## src/rtl/fa_pkg.sv

```systemverilog
// Shared widths and line layout for the fully associative cache.
// Optional FA_PERF_CNT_EN adds hit/miss counters on the top.
package fa_pkg;

  localparam int WIDTH    = 32;
  localparam int C        = 16;
  localparam int B        = 4;
  localparam int A        = C / B;
  localparam int OFFSET_W = $clog2(B);
  localparam int TAG_W    = WIDTH - OFFSET_W;
  localparam int AGE_W    = $clog2(A);

  typedef logic [AGE_W-1:0] age_t;
  typedef logic [TAG_W-1:0] tag_t;
  typedef logic [WIDTH-1:0] word_t;

  typedef struct packed {
    logic  valid;
    logic  dirty;
    tag_t  tag;
    word_t data;
  } line_t;

endpackage

```

## src/rtl/fa_lru.sv

```systemverilog
// True-LRU age array; age 0 is MRU, age A-1 is the replacement candidate.
module fa_lru
  import fa_pkg::*;
(
  input  logic clk,
  input  logic rst,
  input  logic touch_en,
  input  age_t touch_way,
  output age_t lru_way
);

  age_t age [A];

  always_ff @(posedge clk or posedge rst) begin
    if (rst) begin
      for (int i = 0; i < A; i++)
        age[i] <= age_t'(i);
    end else if (touch_en) begin
      for (int i = 0; i < A; i++) begin
        if (age_t'(i) == touch_way)
          age[i] <= '0;
        else if (age[i] < age[touch_way])
          age[i] <= age[i] + 1'b1;
      end
    end
  end

  always_comb begin
    lru_way = '0;
    for (int i = 0; i < A; i++)
      if (age[i] == age_t'(A - 1))
        lru_way = age_t'(i);
  end

endmodule

```

## src/rtl/fully_associative.sv

```systemverilog
// Fully associative write-allocate cache, one word per line, true LRU.
// Define FA_PERF_CNT_EN to add saturating hit/miss counters.
module fully_associative
  import fa_pkg::*;
(
  input  logic             clk,
  input  logic             rst,
  input  logic [WIDTH-1:0] address_i,
  input  logic [WIDTH-1:0] data_i,
  input  logic             wen_i,
  input  logic             ren_i,
`ifdef FA_PERF_CNT_EN
  output logic [31:0]      hit_cnt_o,
  output logic [31:0]      miss_cnt_o,
`endif
  output logic             hit_o,
  output logic [WIDTH-1:0] data_o
);

  line_t lines [A];
  tag_t  tag;
  logic  hit;
  age_t  hit_way;
  logic  free;
  age_t  free_way;
  age_t  lru_way;
  age_t  victim;
  logic  touch_en;
  age_t  touch_way;

  assign tag = address_i[WIDTH-1:OFFSET_W];

  // Reverse scan so the lowest-index match/free way wins.
  always_comb begin
    hit      = 1'b0;
    hit_way  = '0;
    free     = 1'b0;
    free_way = '0;
    for (int i = A - 1; i >= 0; i--) begin
      if (lines[i].valid && lines[i].tag == tag) begin
        hit     = 1'b1;
        hit_way = age_t'(i);
      end
      if (!lines[i].valid) begin
        free     = 1'b1;
        free_way = age_t'(i);
      end
    end
  end

  assign victim    = free ? free_way : lru_way;
  assign touch_en  = wen_i | (ren_i & hit);
  assign touch_way = hit ? hit_way : victim;

  fa_lru u_lru (
    .clk       (clk),
    .rst       (rst),
    .touch_en  (touch_en),
    .touch_way (touch_way),
    .lru_way   (lru_way)
  );

  always_ff @(posedge clk or posedge rst) begin
    if (rst) begin
      for (int i = 0; i < A; i++) begin
        lines[i].valid <= 1'b0;
        lines[i].dirty <= 1'b0;
      end
      hit_o  <= 1'b0;
      data_o <= '0;
    end else if (wen_i) begin
      hit_o <= hit;
      if (hit) begin
        lines[hit_way].data  <= data_i;
        lines[hit_way].dirty <= 1'b1;
      end else begin
        lines[victim] <= '{valid: 1'b1, dirty: 1'b1,
                           tag: tag, data: data_i};
      end
    end else if (ren_i) begin
      hit_o  <= hit;
      data_o <= hit ? lines[hit_way].data : '0;
    end else begin
      hit_o <= 1'b0;
    end
  end

`ifdef FA_PERF_CNT_EN
  always_ff @(posedge clk or posedge rst) begin
    if (rst) begin
      hit_cnt_o  <= '0;
      miss_cnt_o <= '0;
    end else if (wen_i || ren_i) begin
      if (hit && hit_cnt_o != '1)
        hit_cnt_o <= hit_cnt_o + 1'b1;
      else if (!hit && miss_cnt_o != '1)
        miss_cnt_o <= miss_cnt_o + 1'b1;
    end
  end
`endif

  // Dirty bits and byte offset are kept for future memory-side logic.
  logic unused_bits;
  always_comb begin
    unused_bits = ^address_i[OFFSET_W-1:0];
    for (int i = 0; i < A; i++)
      unused_bits = unused_bits ^ lines[i].dirty;
  end

endmodule

```

## config.mk

```make
export PLATFORM = sky130hd
export DESIGN_NAME = fully_associative
export DESIGN_NICKNAME = d
export VERILOG_FILES = /design/src/rtl/fa_pkg.sv /design/src/rtl/fa_lru.sv /design/src/rtl/fully_associative.sv
export SDC_FILE = /design/constraint.sdc
export NUM_CORES = 1
export LEC_CHECK = 0
export ABC_AREA = 1
export BUFFER_PORTS_ARGS = -buffer_cell sky130_fd_sc_hd__buf_4
export CAP_MARGIN = 30
export CORE_ASPECT_RATIO = 1.4
export CORE_MARGIN = 2
export CORE_UTILIZATION = 30
export DETAILED_ROUTE_END_ITERATION = 12
export MAX_ROUTING_LAYER = met4
export SYNTH_ARGS = -nofsm -noshare
export SYNTH_HDL_FRONTEND = slang
export SYNTH_SLANG_ARGS = --single-unit
```

## constraint.sdc

```tcl
create_clock -name clk -period 3.8 [get_ports clk]
set_input_delay 0.19 -clock clk [delete_from_list [all_inputs] [get_ports clk]]
set_output_delay 0.19 -clock clk [all_outputs]
set_load 0.01 [all_outputs]
```

# After elaboration in Yosys (flattened, before gate mapping)
# Index checks and enable logic that the tools add are counted.
# classes
n_mux,48
order_cmp,9
bitwise_logic,7
eq_ne,10
addsub,4
reduce_logical,17
# op_table
cell,count
256-bit bitwise mux,3
64-bit demux with 2-bit select,3
256-bit 2-to-1 mux,1
64-bit binary-select mux with 2-bit select,1
32-bit 2-to-1 mux,4
30-bit == test,4
64-bit 2-to-1 mux,1
63-bit 2-to-1 mux,1
2-bit 2-to-1 mux,22
2-bit AND reduction,6
1-bit 2-to-1 mux,11
"3-bit >= comparator, second input constant",3
2-bit NOT with 3-bit output,3
"2-bit by 1-bit adder with 2-bit output, second input constant",4
2-bit less-than comparator,4
2-bit nonzero test,4
"2-bit == test, second input constant",3
1-bit logical AND,6
"3-bit by 1-bit less-than comparator with 1-bit output, second input constant",2
2-bit binary-select mux with 2-bit select,1
"2-bit == test, first input constant",2
"1-bit by 2-bit == test with 1-bit output, first input constant",1
2-bit zero test,1
1-bit NOT,2
other kinds (2),2
# word_totals
wordCells,117
register_bits,297
inputBits,68
output_inout_bits,33

# Depth between registers and ports, before layout
# logic_depth
depth_word,14
mapped_depth,23
mapped_depth_nobuf,22

# By module
# From an unflattened synthesis, not the netlist that was laid out.
# hier_totals
cells_unflattened,1740
hier_area_um2,14853.0
# by_module_without_submodules
mod,instances,area_each_um2,cells_per_inst,seq_area_each_um2
fully_associative,1,14171.1,1633,8373.0
fa_lru,1,681.9,107,205.2

# Worst setup path before layout
# OpenSTA, ideal clock, no wires.
# synth_path
path_kind,reg2reg
start,"reg, netlist name lines[124]"
end,"reg lines[0] (netlist name), enable pin"
path_stages_with_launch,17
synth_period_minus_slack_ps,3480
slack_ps,320
arrival_time_ps,3059
required_time_ps,3379
path_buffers,1
setup_ps,421
path_cell_list,edfxtp_1 -> inv_1 -> nand2_1 -> nand2_1 -> nor2_1 -> nand2_1 -> nor2_1 -> nand2_1 -> nor2_4 -> nor2_2 -> nand3_2 -> inv_2 -> nand2_1 -> nand2_1 -> inv_2 -> buf_2 -> nor2_1
# synth_lines
item,line_no,rtl
end signal: indexed assignment,fully_associative.sv:77,"lines[victim] <= '{valid: 1'b1, dirty: 1'b1,"
end: declaration,fully_associative.sv:20,line_t lines [A];

# Final worst setup path
# layout_path
start,reg lines[44] (netlist name)
end,reg u_lru.age[5] (netlist name)
# layout_between
elab_chain_len,14
elab_cells_between_ends,22
classes_between,order compare: 1; eq/ne: 2; mux: 13; bitwise: 3; reduce/logical: 3
# layout_rtl
item,line_no,rtl
30-bit == test *,fully_associative.sv:40,if (lines[i].valid && lines[i].tag == tag) begin
1-bit logical AND *,fully_associative.sv:40,
2-bit 2-to-1 mux / 1-bit 2-to-1 mux (equally long branches) (4 in a row),fully_associative.sv:40,
2-bit 2-to-1 mux,fully_associative.sv:53,assign touch_way = hit ? hit_way : victim;
2-bit NOT with 3-bit output (implied by the code),fa_lru.sv:22,else if (age[i] < age[touch_way])
2-bit binary-select mux with 2-bit select,fa_lru.sv:22,
2-bit 2-to-1 mux (implied by the code) (2 in a row),fa_lru.sv:22,
2-bit less-than comparator,fa_lru.sv:22,
2-bit nonzero test (no source line),n/a,
2-bit AND reduction (no source line),n/a,
end signal: indexed assignment,fa_lru.sv:17,age[i] <= age_t'(i);
end signal: indexed assignment,fa_lru.sv:23,age[i] <= age[i] + 1'b1;
end: declaration,fa_lru.sv:12,age_t age [A];
# Every way passes the cells marked *; elsewhere a longest branch is shown, timed or not. The select of a mux whose other input is x is not followed.
# A chain may end at the register's enable or synchronous reset.

==> Implementation_results.wiki <==
{| class="wikitable"
! Metric !! Value
|-
| I/O Buffers || 98
|-
| Outcome || finished, final reports clean
|-
| Combined area of all synthesized cells || between 0.01 and 0.015 mm2
|-
| Worst slew margin relative to its limit || between 30% and 40%
|-
| Clock Tree Buf Depth || 3
|-
| Number of antenna cells inserted || 0
|-
| Count of mapped cells out of synthesis || around 1700
|-
| Clock Skew || 0.0210 ns
|-
| CTS tree || done
|-
| Clock power share || slightly above 30%
|-
| Multi-input combinational cell area || 0.00469 mm2
|-
| Number of global-route vias before repair || about 11000
|-
| Worst path cell trace || nand2_1 > nand2_1 > nor2_1 > nand2_1 > nor2_1 > nand2_1 > nor2_4 > nor2_2 > nand3_2 > inv_2 > nand2_2 > nand2_1 > inv_2 > buf_4 > nand2_1 > inv_2 > nand2_1 > nand2_1 > nand2_1 > nand2_1
|-
| Distinct cell type count of the synthesized netlist || 32
|-
| Leftover overflow at the end of global routing || 0
|-
| Transition time at the pin with the least slew margin || between 1 and 1.5 ns
|-
| Post-DP HPWL || roughly 26 mm
|-
| Placed cell areas || roughly 0.016 mm2
|-
| Setup repair after global routing missed its margin || no
|-
| Gates resized, CTS repair || 0
|-
| Peak VDD IR || between 0.3 and 0.4 mV
|-
| PnR worst setup slack || around 0.80 ns
|-
| Initial Util || a little over 30%
|-
| Final net count || around 1800
|-
| Sort of element at the end of the critical path || flop
|-
| Worst hold path class || primary input to flop
|-
| Class of the most critical setup path || flop to flop
|-
| CTS Sinks || a little under 300
|-
| DRC marker count from the first detailed-route iteration || 919
|-
| Switch Pwr || 0.00333 W
|-
| Average cell area after synthesis || between 8 and 9 um2
|-
| Syn_nets || between 1500 and 2000
|-
| Static Leak || 7.62 nW
|-
| Relative contribution of sequential cells to total power || a little over two fifths
|-
| Total Negative Setup Slacks || 0 ns
|-
| Core Footprint || approximately 0.047 mm2
|-
| Global placer's final weighted congestion || between 0.8 and 0.9
|-
| Die W || around 190 um
|-
| Antenna violations before repair || 0
|-
| Most repeated cell in the gate-level netlist after synthesis || sky130_fd_sc_hd__nand2_1
|-
| TritonCTS Buffers || 34
|-
| Relative area change from synthesis to final layout || 18.1%
|-
| Master of the slowest instance on the critical path || sky130_fd_sc_hd__buf_4
|-
| Total of fill cells in the finished design || between 4000 and 5000
|-
| Critical path data required time || around 4.2 ns
|-
| DRC violations left || 0
|-
| Most common flop cell mapped by yosys || sky130_fd_sc_hd__edfxtp_1
|-
| Kind of launch point of the worst setup path || flop
|-
| Post-layout min period || between 3 and 4 ns
|-
| Total Die Area || ~0.05 mm2
|-
| Fraction of final layout cells with drive strength greater than 1 || 13.5%
|-
| Worst Path Buf+Inv || 4
|-
| Internal power component || 0.00670 W
|-
| Storage element area || 0.00858 mm2
|-
| Count of H-tree levels built during CTS || 2
|-
| Buffer cell driving the clock tree root || sky130_fd_sc_hd__clkbuf_16
|-
| Antenna violation net count after detailed routing || 0
|-
| First-pass GRT wire length || between 60 and 70 mm
|-
| Sw Ratio || 33.2%
|-
| Die height || ~260 um
|-
| Post-synth ARST share || between 10% and 20%
|-
| Power density cells || slightly below 600 mW/mm2
|-
| IO Count || approximately 100
|-
| Later-pin clock latency in the skew report || approximately 0.5 ns
|-
| Detailed-route via count || ~11000
|-
| Rows || 94
|-
| Maximum clock rate || 333 MHz
|-
| Routed length per instance || roughly 17 um
|-
| Category of cells accounting for the largest share of critical-path delay || simple AND/OR/NAND/NOR gates
|-
| Proportion of synthesized chip area in sequential cells || 59.8%
|-
| Max Cap Viol || 0
|-
| List of most frequent post-synthesis cells || sky130_fd_sc_hd__nand2_1 (412), sky130_fd_sc_hd__nor2_1 (382), sky130_fd_sc_hd__edfxtp_1 (248), sky130_fd_sc_hd__inv_1 (193), sky130_fd_sc_hd__nand3_1 (104)
|-
| Critical path peak fanout || 33
|-
| Leading post-synthesis cells by cell area || sky130_fd_sc_hd__edfxtp_1 (52%), sky130_fd_sc_hd__nand2_1 (11%), sky130_fd_sc_hd__nor2_1 (10%), sky130_fd_sc_hd__dfrtp_1 (7.1%), sky130_fd_sc_hd__inv_1 (5.0%)
|-
| Cell occurring most often along the worst timing path || sky130_fd_sc_hd__nand2_1
|-
| Ys Warns || 0
|-
| Total detailed-routing wirelength || about 40 mm
|-
| Yosys reg bits || between 200 and 300
|-
| Combinational fraction of design power || between 20% and 30%
|-
| Fraction of the cycle the final worst path needs || between 70% and 80%
|-
| Total count of max-transition violations in the final report || 0
|-
| Setup Viol. Count Final || 0
|-
| Final design instance area without fill || between 0.015 and 0.02 mm2
|-
| Hold Fails Final Rpt || 0
|-
| Library cell with the largest summed area after synthesis || sky130_fd_sc_hd__edfxtp_1
|-
| Post-synth EDFFs || 248
|-
| Share of the synthesized area in the top cell type || between 50 and 60%
|-
| CP Data Arrival Time || around 3.4 ns
|-
| Pin count of the biggest net entering global routing || 46
|-
| Vias per Instance || around 4.7
|-
| Total iterations of the first detailed-routing run || 7
|-
| Register clock-pin slew on the reported worst setup and hold paths || 0.06 ns
|-
| Worst setup slack after placement || 0.805 ns
|-
| Largest stage delay, worst path || 0.39 ns
|-
| Overall Global Routing Usage || between 15 and 20%
|}
## layout make-up
class	count	share of cell area [%]
Timing Repair Buffer	127	5.80
Inverter	235	5.22
Sequential cell	293	50.6
Tap cell	624	4.61
Multi-Input combinational cell	1068	27.7
Clock buffer	42	5.62
Clock inverter	16	0.443
## cell families after synthesis
logic type / Yosys count / share of synthesized area [%]
buffers and inverters: 296 / 7.91
AOI/OAI and AO/OA: 127 / 5.30
and+or+nand+nor: 914 / 25.3
adders and majority gates: 3 / 0.262
DFF: 293 / 59.8
xor gates and xnor gates: 24 / 1.46
## layout by cell type (no fill, tap or decap), types with 2 or more instances in the layout
| cell type | count |
|---|---|
| sky130_fd_sc_hd__a21oi_1 | 3 |
| sky130_fd_sc_hd__buf_12 | 2 |
| sky130_fd_sc_hd__buf_4 | 123 |
| sky130_fd_sc_hd__clkbuf_1 | 2 |
| sky130_fd_sc_hd__clkbuf_16 | 35 |
| sky130_fd_sc_hd__clkbuf_8 | 5 |
| sky130_fd_sc_hd__clkinv_1 | 10 |
| sky130_fd_sc_hd__clkinv_2 | 5 |
| sky130_fd_sc_hd__dfrtp_1 | 41 |
| sky130_fd_sc_hd__dfstp_2 | 4 |
| sky130_fd_sc_hd__dlygate4sd3_1 | 2 |
| sky130_fd_sc_hd__edfxtp_1 | 248 |
| sky130_fd_sc_hd__ha_1 | 3 |
| sky130_fd_sc_hd__inv_1 | 192 |
| sky130_fd_sc_hd__inv_2 | 41 |
| sky130_fd_sc_hd__nand2_1 | 412 |
| sky130_fd_sc_hd__nand2_2 | 3 |
| sky130_fd_sc_hd__nand3_1 | 104 |
| sky130_fd_sc_hd__nand4_1 | 2 |
| sky130_fd_sc_hd__nand4_2 | 2 |
| sky130_fd_sc_hd__nor2_1 | 373 |
| sky130_fd_sc_hd__nor2_2 | 7 |
| sky130_fd_sc_hd__nor2_4 | 9 |
| sky130_fd_sc_hd__o21ai_0 | 82 |
| sky130_fd_sc_hd__o21ai_1 | 7 |
| sky130_fd_sc_hd__o221ai_1 | 31 |
| sky130_fd_sc_hd__xnor2_1 | 18 |
| sky130_fd_sc_hd__xor2_1 | 6 |
## power groups by stage
stage | Sequential (W) | Clock [W] | Combinational (W)
after floorplan | 0.00439 | 0 | 0.00175
after global placement | 0.00441 | 0 | 0.00257
after detailed placement | 0.00443 | 0 | 0.00265
after CTS | 0.00436 | 0.00309 | 0.00266
after global routing | 0.00440 | 0.00323 | 0.00296
final | 0.00436 | 0.00304 | 0.00263
## state kept, by name, indices dropped and copies added (netlist names)
signal / cells
lines: 252
data_o: 32
u_lru.age: 8
hit_o: 1
## through the flow
| step | hold WS [ns] | util [%] | total power [W] | cells |
|---|---|---|---|---|
| floorplan | 0.344 | - | 0.00614 | 1657 |
| global placement | 0.423 | 33.7 | 0.00698 | 2345 |
| detailed placement | 0.445 | 33.7 | 0.00708 | 2345 |
| CTS | 0.00354 | 35.9 | 0.0101 | 2405 |
| global route | 0.0224 | 35.9 | 0.0106 | 2405 |
| finish | 0.0206 | 35.9 | 0.0100 | 2405 |
## layer usage
metal | global-route usage (%) | share of wire, % | up-vias | routed length [um]
li1 | - | - | 5478 | -
met1 | 19.3 | 40 | 5318 | 16100
met2 | 30.0 | 52 | 350 | 21000
met3 | 2.51 | 5.7 | 87 | 2310
met4 | 5.47 | 2.9 | 0 | 1200
met5 | - | 0 | - | 0
## worst paths after layout
kind | from | end | slack (ns) | cells after the start
max | lines[44]$_DFFE_PP_ | u_lru.age[5]$_DFFE_PP0P_ | 0.80 | 20
max reg2reg | lines[44]$_DFFE_PP_ | u_lru.age[5]$_DFFE_PP0P_ | 0.80 | 20
max in group asynchronous | rst | lines[127]$_DFFE_PP0P_ | 2.85 | 4
min | data_i[22] | lines[86]$_DFFE_PP_ | 0.02 | 3
min reg2reg | u_lru.age[4]$_DFFE_PP1P_ | u_lru.age[4]$_DFFE_PP1P_ | 0.49 | 2
min in group asynchronous | rst | data_o[26]$_DFFE_PP0P_ | 0.44 | 4
## worst min-delay path, cell delays in order
cell	delay (ns)
sky130_fd_sc_hd__buf_4	0.07
sky130_fd_sc_hd__inv_1	0.06
sky130_fd_sc_hd__nor2_1	0.10
## timing repair
action,in CTS,in global routing
hold buffers,2,0
buffers inserted,0,0
endpoints found under the hold margin,42,0
Note: power is estimated with default switching activity, not from simulation.
